`src/rtl/p2s_buf.sv`:
```
// p2s_buf: parallel-to-serial converter with a one-word hold buffer.
// Words stream back-to-back; bit order and beat width are parameters.
module p2s_buf #(
  parameter int N         = 8,
  parameter int W         = 1,
  parameter bit MSB_FIRST = 1'b1
) (
  input  logic         clk,
  input  logic         rstn,
  input  logic [N-1:0] p_data,
  input  logic         p_valid,
  output logic         p_ready,
  output logic [W-1:0] s_data,
  output logic         s_valid,
  input  logic         s_ready,
  output logic         s_last
);

  localparam int BEATS = N / W;
  localparam int CW    = (BEATS > 1) ? $clog2(BEATS) : 1;
  localparam logic [CW-1:0] LAST = CW'(BEATS - 1);

  if (W < 1 || W > N || (N % W) != 0) begin : g_bad
    $error("p2s_buf: N must be a multiple of W, 1 <= W <= N");
  end

  logic [N-1:0]  sr;
  logic [N-1:0]  hd;
  logic          sv;
  logic          hv;
  logic [CW-1:0] cnt;

  logic p_acc;
  logic s_acc;
  logic free;

  assign p_ready = ~hv;
  assign s_valid = sv;
  assign s_last  = sv & (cnt == LAST);
  assign p_acc   = p_valid & p_ready;
  assign s_acc   = sv & s_ready;
  assign free    = ~sv | (s_acc & s_last);

  if (MSB_FIRST) begin : g_msb
    assign s_data = sr[N-1 -: W];
  end else begin : g_lsb
    assign s_data = sr[W-1:0];
  end

  // Shifter reload from hold or input, hold capture, and beat shifting
  always_ff @(posedge clk or negedge rstn) begin
    if (!rstn) begin
      sr  <= '0;
      hd  <= '0;
      sv  <= 1'b0;
      hv  <= 1'b0;
      cnt <= '0;
    end else if (free) begin
      cnt <= '0;
      if (hv) begin
        sr <= hd;
        sv <= 1'b1;
        hv <= 1'b0;
      end else if (p_acc) begin
        sr <= p_data;
        sv <= 1'b1;
      end else begin
        sv <= 1'b0;
      end
    end else begin
      if (p_acc) begin
        hd <= p_data;
        hv <= 1'b1;
      end
      if (s_acc) begin
        sr  <= MSB_FIRST ? (sr << W) : (sr >> W);
        cnt <= cnt + CW'(1);
      end
    end
  end

endmodule

```
`config.mk`:
```
export PLATFORM = sky130hd
export DESIGN_NAME = p2s_buf
export DESIGN_NICKNAME = d
export VERILOG_FILES = /design/src/rtl/p2s_buf.sv
export SDC_FILE = /design/constraint.sdc
export NUM_CORES = 1
export LEC_CHECK = 0
export CORE_MARGIN = 2
export CORE_UTILIZATION = 59
export CTS_BUF_LIST = sky130_fd_sc_hd__clkbuf_4 sky130_fd_sc_hd__clkbuf_8
export DETAILED_ROUTE_END_ITERATION = 10
export GPL_TIMING_DRIVEN = 1
export PLACE_DENSITY_LB_ADDON = 0.08
export SYNTH_ARGS = -nofsm -noshare
export SYNTH_HDL_FRONTEND = slang
export SYNTH_SLANG_ARGS = --single-unit
```
`constraint.sdc`:
```
create_clock -name clk -period 5.75 [get_ports clk]
set_input_delay 1.4375 -clock clk [delete_from_list [all_inputs] [get_ports clk]]
set_output_delay 1.4375 -clock clk [all_outputs]
set_load 0.01 [all_outputs]
```
==> metrics.md, run 1 <==
| Metric | Value |
|---|---|
| Outcome | finished clean |
| RSZ-0062 raised after global routing | false |
| Flop-to-flop setup slack | 3610 ps |
| FF-to-FF path depth | 5 |
| Xor/xnor share of the synthesized area | 0 |
| DRT antenna net count | 0 |
| Synth Cell Area | 1070 um^2 |
| CTS Buf Count | 3 |
| Core Area | 1708 um^2 |
| Placed cell area | 1224 um^2 |
| Tightest Pin Transition | 930.9 ps |
| Global placer's final weighted congestion | 0.7579 |
| Hold Vio Cnt, Final | 0 |
| Starting Density | 0.6264 |
| # resized after CTS | 0 |
| DRC viols | 0 |
| Post-route setup slack | 2496 ps |
| Critical Path Sink | s_last |
| Final setup viols | 0 |
| Cell mode on critical path | ha_1 |
| Yosys warnings | 0 |
| Worst r2r src | cnt[0] |
| Post-CTS Setup Bufs | 0 |
| Register bit total from synthesis | 21 |
| Seq/Total Area, Yosys | 0.4912 |
| Root Buffer | clkbuf_4 |
| PwrDens | 383.7 nW/um^2 |
| Synth area leaders | dfrtp_1, mux2_2, mux2i_1 |
| Slowest stage delay, CP | 470 ps |
| Vias in the first global route | 683 |
| Vias | 663 |
| Clk Latency, worst-skew pair | 300 ps |
| Hold Crit Depth | 1 |
| WP data arrival | 1820 ps |
| DRT iter0 DRCs | 6 |
| Vias per std cell | 5.347 |
| Grt total ovfl | 0 |
| PortBufs | 15 |
| CP Data Required Time | 4310 ps |
| Num Clock Sinks | 21 |
| Worst path cell trace | ha_1, ha_1, and2_1, clkdlybuf4s50_1 |
| Nets | 114 |
| Dominant cell type by area after synthesis | dfrtp_1 |
| Slew headroom | 0.3775 |
| Die Width | 46.58 um |
| Post-Syn Nets | 97 |
| Tot GR Track Use | 0.1990 |
| Die area | 2170 um^2 |
| Hold path start | hd[0] |
| Final Max Tran Viols | 0 |
| Maximum clock path buffer count | 2 |
| Cells after synthesis | 83 |
| Fin crit period | 3254 ps |
| First-pass GRT wire length | 2.842 mm |
| Clock Skew | 4.822 ps |
| Area growth syn-to-layout | 17.19% |
| # rows | 15 |
| Worst hold slack | 513.5 ps |
| IO Count | 16 |
| Max frequency | 307.3 MHz |
| Initial antenna violation count | 0 |
| DRT Pass-1 Iters | 4 |
| Post-synth top area share | 0.4912 |
| Mean area per synthesized cell | 12.89 um^2 |
| Unique cell type count in the Yosys netlist | 17 |
| TritonCTS clock tree | yes |
| Largest net degree at the start of global routing | 22 |
| Die Height | 46.58 um |
| Crit Path Class | flop to output pin |
| CP startpoint | cnt[0] |
| Post-Synth Simple-Gate Area | 0.07135 |
| Layout cell share with drive strength beyond 1 | 0.2424 |
| Detailed Route WL | 1.744 mm |
| Critical path peak fanout | 6 |
| Hpwl dp | 1.272 mm |
| Hold buffers post-CTS | 0 |
| Tcrit/Tclk final | 0.5660 |
| Setup TNS | 0 ps |
| Post-synthesis mux area share | 0.3275 |
| Main combinational cell family by area after synthesis | multiplexers |
| H-tree levels | 1 |
| Inserted Diodes | 0 |
| R2r endpoint | hd[6] |
| CP Launch Type | flop |
| Adder-Cell Fraction of Synth Area | 0.02339 |
| Leak pwr | 0.0005893 uW |
| Setup crit end kind | output pin |
| Clock transition at path regs | 110 ps |
| Routed len/inst | 14.06 um |
| Complex-gate fraction of the synthesized area | 0.03626 |
| Crit-path slowest cell | clkdlybuf4s50_1 |
| # Max-Cap Violations | 0 |
| Worst ir drop on vdd | 0.0002941 V |
| Design area | 1254 um^2 |
| Hold crit path type | flop to flop |
| Place WS | 2418 ps |
[final cells by class]
type,count,area [um^2]
tap,25,31.28
inverter,7,26.28
multi-input combinational,52,490.5
sequential,21,525.5
clock buffer,4,30.03
timing repair buffer,15,150.1
fill,119,454.2
[placed cells by master (no fill, tap or decap)]
master,n
a21bo_1,1
a21oi_4,1
and2_1,3
clkbuf_4,4
clkdlybuf4s50_1,15
dfrtp_1,21
ha_1,2
inv_1,7
mux2_2,16
mux2_4,2
mux2i_1,14
nand2_1,4
nand3b_2,1
nor2_1,3
nor2b_1,2
o22ai_1,2
or2b_1,1
[worst min path at each step]
stage                     slack [ps]  endpoint
after floorplan                  470     hd[0]
after global placement           480     hd[5]
after detailed placement         490     hd[0]
after CTS                        520     hd[0]
after global routing             540     sr[2]
final                            510     hd[0]
[per-layer routing]
| metal | GRT usage | vias up | routed length [um] |
|---|---|---|---|
| li1 | - | 315 | - |
| met1 | 0.2222 | 323 | 793 |
| met2 | 0.3472 | 18 | 848 |
| met3 | 0.04706 | 7 | 61 |
| met4 | 0.1029 | 0 | 40 |
| met5 | 0 | - | 0 |
[state kept, by name, indices dropped and copies added (netlist names)]
name     cells
cnt          3
s_valid      1
hd           8
hv           1
sr           8
[Yosys cell counts]
cell / instances
buf_6: 2
ha_1: 2
mux2i_1: 14
or2b_1: 1
inv_1: 7
a21oi_4: 1
dfrtp_1: 21
and2_1: 3
nor2b_1: 2
nor2_1: 3
nand2_1: 4
mux2_4: 2
buf_2: 1
o22ai_1: 2
mux2_2: 16
a21bo_1: 1
nand3b_2: 1
[metrics by stage]
step / util / std cells / total power [uW]
global placement: 0.7165 / 120 / 399.1
finish: 0.7341 / 124 / 481.0
detailed placement: 0.7165 / 120 / 411.0
global route: 0.7341 / 124 / 516.5
floorplan: - / 83 / 358.4
CTS: 0.7341 / 124 / 487.4
[kinds of logic (layout without fill, tap and decap cells)]
| family | after synthesis | after routing |
|---|---|---|
| flip-flops | 21 | 21 |
| adder cells (fa/ha/maj) | 2 | 2 |
| multiplexers | 32 | 32 |
| AND/OR/NAND/NOR | 14 | 14 |
| buffers and inverters | 10 | 26 |
| AO/OA/AOI/OAI | 4 | 4 |
[where the power goes]
| part | switching [uW] | leakage (uW) | total (uW) | internal, uW |
|---|---|---|---|---|
| sequential | 31.5 | 0.000262 | 233 | 202 |
| clock | 43.3 | 0.0000184 | 75.1 | 31.8 |
| combinational | 68.3 | 0.000309 | 173 | 104 |
[worst max-delay path, delay by kind of cell, from the launching register on]
family | cells | cell delay [ps]
buffers and inverters | 1 | 470
adder cells (fa/ha/maj) | 2 | 460
flip-flops | 1 | 410
AND/OR/NAND/NOR | 1 | 180
No activity file was read; power rests on OpenSTA's default activity.
==> run 2: changes to the inputs <==
Settings changed: CORE_UTILIZATION 59 to 49.
Clock period 5.75 ns to 2.7 ns, I/O delays scaled along.
==> run 2 against run 1 <==
  * Register-to-register slack worse by 2900 ps
  * Via count down 3.0%
  * Clock-buffer cell count unchanged
  * Clock skew up 0.79 ps
  * Combinational power up 120%
  * First-iteration DRC count down 33%
  * Largest cell class unchanged
==> metrics.md, run 2 (same netlist as run 1, synthesis figures left out) <==
| Metric | Value |
|---|---|
| Outcome | finished clean |
| Nets | 117 (+2.6%) |
| Clk Latency, worst-skew pair | 290 ps (about the same) |
| Hold Vio Cnt, Final | 0 (unchanged) |
| Clock transition at path regs | 110 ps (about the same) |
| Setup TNS | 0 ps (unchanged) |
| CTS Buf Count | 3 (unchanged) |
| Final Max Tran Viols | 0 (unchanged) |
| Grt total ovfl | 0 (unchanged) |
| CP Launch Type | flop |
| Fin crit period | 2459 ps |
| Layout cell share with drive strength beyond 1 | 0.2647 (+0.02228) |
| Met2 routed wirelength | 729 um (-14%) |
| Tightest Pin Transition | 353.1 ps (-577.8 ps) |
| Max frequency | 406.6 MHz |
| Starting Density | 0.5344 (-0.09200) |
| Detailed Route WL | 1.659 mm (-4.9%) |
| Cell mode on critical path | ha_1 |
| Hold crit path type | flop to flop |
| IO Count | 16 (unchanged) |
| Largest net degree at the start of global routing | 22 (unchanged) |
| Worst path cell trace | ha_1, ha_1, and2_1, clkdlybuf4s50_1 |
| Critical path peak fanout | 6 (unchanged) |
| Post-CTS Setup Bufs | 0 (unchanged) |
| Routed len/inst | 12.86 um (-8.6%) |
| Root Buffer | clkbuf_4 |
| DRC viols | 0 (unchanged) |
| Vias per std cell | 4.984 (-6.8%) |
| Met3 WL | 74 um (+21%) |
| Post-route setup slack | 240.9 ps (-2255 ps) |
| Place WS | 392.4 ps (-2025 ps) |
| Top Registers | hd x8, sr x8, cnt x3 |
| Final setup viols | 0 (unchanged) |
| WP data arrival | 1780 ps (-40 ps) |
| RSZ-0062 raised after global routing | false |
| PwrDens | 793.8 nW/um^2 (+110%) |
| # Max-Cap Violations | 0 (unchanged) |
| Area growth syn-to-layout | 19.53% |
| # rows | 16 (+1) |
| Hold buffers post-CTS | 0 (unchanged) |
| DRT Pass-1 Iters | 2 (-2) |
| Core Area | 2002 um^2 (+17%) |
| Clock Skew | 5.609 ps (+0.7870 ps) |
| Crit Path Class | flop to output pin |
| Most frequent cells in the layout | dfrtp_1, mux2_2, clkdlybuf4s50_1, mux2i_1, inv_1 |
| Setup crit end kind | output pin |
| CP Data Required Time | 2030 ps (-2280 ps) |
| DRT iter0 DRCs | 4 (-2) |
| Fin util | 0.6388 (-0.09532) |
| Tot GR Track Use | 0.1659 (-0.03309) |
| PortBufs | 15 (unchanged) |
| First-pass GRT wire length | 3.105 mm (+9.3%) |
| DRT antenna net count | 0 (unchanged) |
| Inserted Diodes | 0 (unchanged) |
| Maximum clock path buffer count | 2 (unchanged) |
| Global placer's final weighted congestion | 0.6927 (-8.6%) |
| H-tree levels | 1 (unchanged) |
| Worst ir drop on vdd | 0.0004193 V (+43%) |
| Die area | 2573 um^2 (+19%) |
| Num Clock Sinks | 21 (unchanged) |
| TritonCTS clock tree | yes |
| Vias in the first global route | 694 (+1.6%) |
| Commonest non-fill, non-tap cell in the layout | dfrtp_1 |
| Fill cells | 181 (+52%) |
| # resized after CTS | 0 (unchanged) |
| Tcrit/Tclk final | 0.9108 |
| Top Layer Used | met4 |
| Crit-path slowest cell | clkdlybuf4s50_1 |
| Hpwl dp | 1.241 mm (-2.5%) |
| Slew headroom | 0.7640 (+0.3866) |
| Met1 WL | 842 um (+6.2%) |
| Post-Layout Cell Count | 129 (+4.0%) |
| Leak pwr | 0.0006038 uW (+2.5%) |
| Initial antenna violation count | 0 (unchanged) |
| Placed cell count | 125 (+4.2%) |
| Vias | 643 (-3.0%) |
| Die Width | 50.73 um (+8.9%) |
| Slowest stage delay, CP | 460 ps (about the same) |
| Die Height | 50.73 um (+8.9%) |
## run 2: changes by cell type in the layout (fill, tap and decap cells not counted)
cell | before | now
buf_4 | 0 | 3
## run 2: routing by layer
layer / vias to the layer above / global-route usage
met5: - / 0
met4: 0 / 0.05405
met3: 2 / 0.03869
met2: 13 / 0.2741
met1: 302 / 0.2147
li1: 326 / -
## run 2: through the flow
step | hold WS, ps | total power (uW) | cell area [um^2]
floorplan | 379.4 | 763.2 | 1070
global placement | 484.9 | 857.0 | 1249
detailed placement | 495.6 | 871.9 | 1249
CTS | 522.7 | 1031 | 1279
global route | 541.1 | 1103 | 1279
finish | 518.4 | 1015 | 1279
## run 2: worst max-delay path: cells and delay by family (launching register included)
family,cells,cell delay (ps)
DFF,1,410
and+or+nand+nor,1,180
adders and majority gates,2,440
buffers and inverters,1,460
## run 2: cell type report
| type | count | area [um^2] | area share |
|---|---|---|---|
| Clock buffer | 4 | 30.03 | 0.02348 |
| Multi-Input combinational cell | 52 | 490.5 | 0.3836 |
| Inverter | 7 | 26.28 | 0.02055 |
| Timing Repair Buffer | 18 | 172.7 | 0.1350 |
| Sequential cell | 21 | 525.5 | 0.4110 |
| Tap cell | 27 | 33.78 | 0.02642 |
## run 2: worst paths after layout
path / to / cells past startpoint / slack [ps] / start
setup / recovery: s_last / 4 / 240 / cnt[0]
hold / removal: sr[6] / 1 / 520 / sr[6]
setup reg to reg: sr[6] / 5 / 750 / cnt[0]
hold reg to reg: sr[6] / 1 / 520 / sr[6]
max in group asynchronous: sr[6] / 2 / 1790 / rstn
min in group asynchronous: hd[2] / 2 / 700 / rstn
## run 2: report_power, final
| group | switching [uW] | internal (uW) | total (uW) |
|---|---|---|---|
| Clock | 88.8 | 67.5 | 156 |
| Sequential | 54.5 | 429 | 484 |
| Combinational | 148 | 227 | 375 |
| Total | 291 | 724 | 1020 |
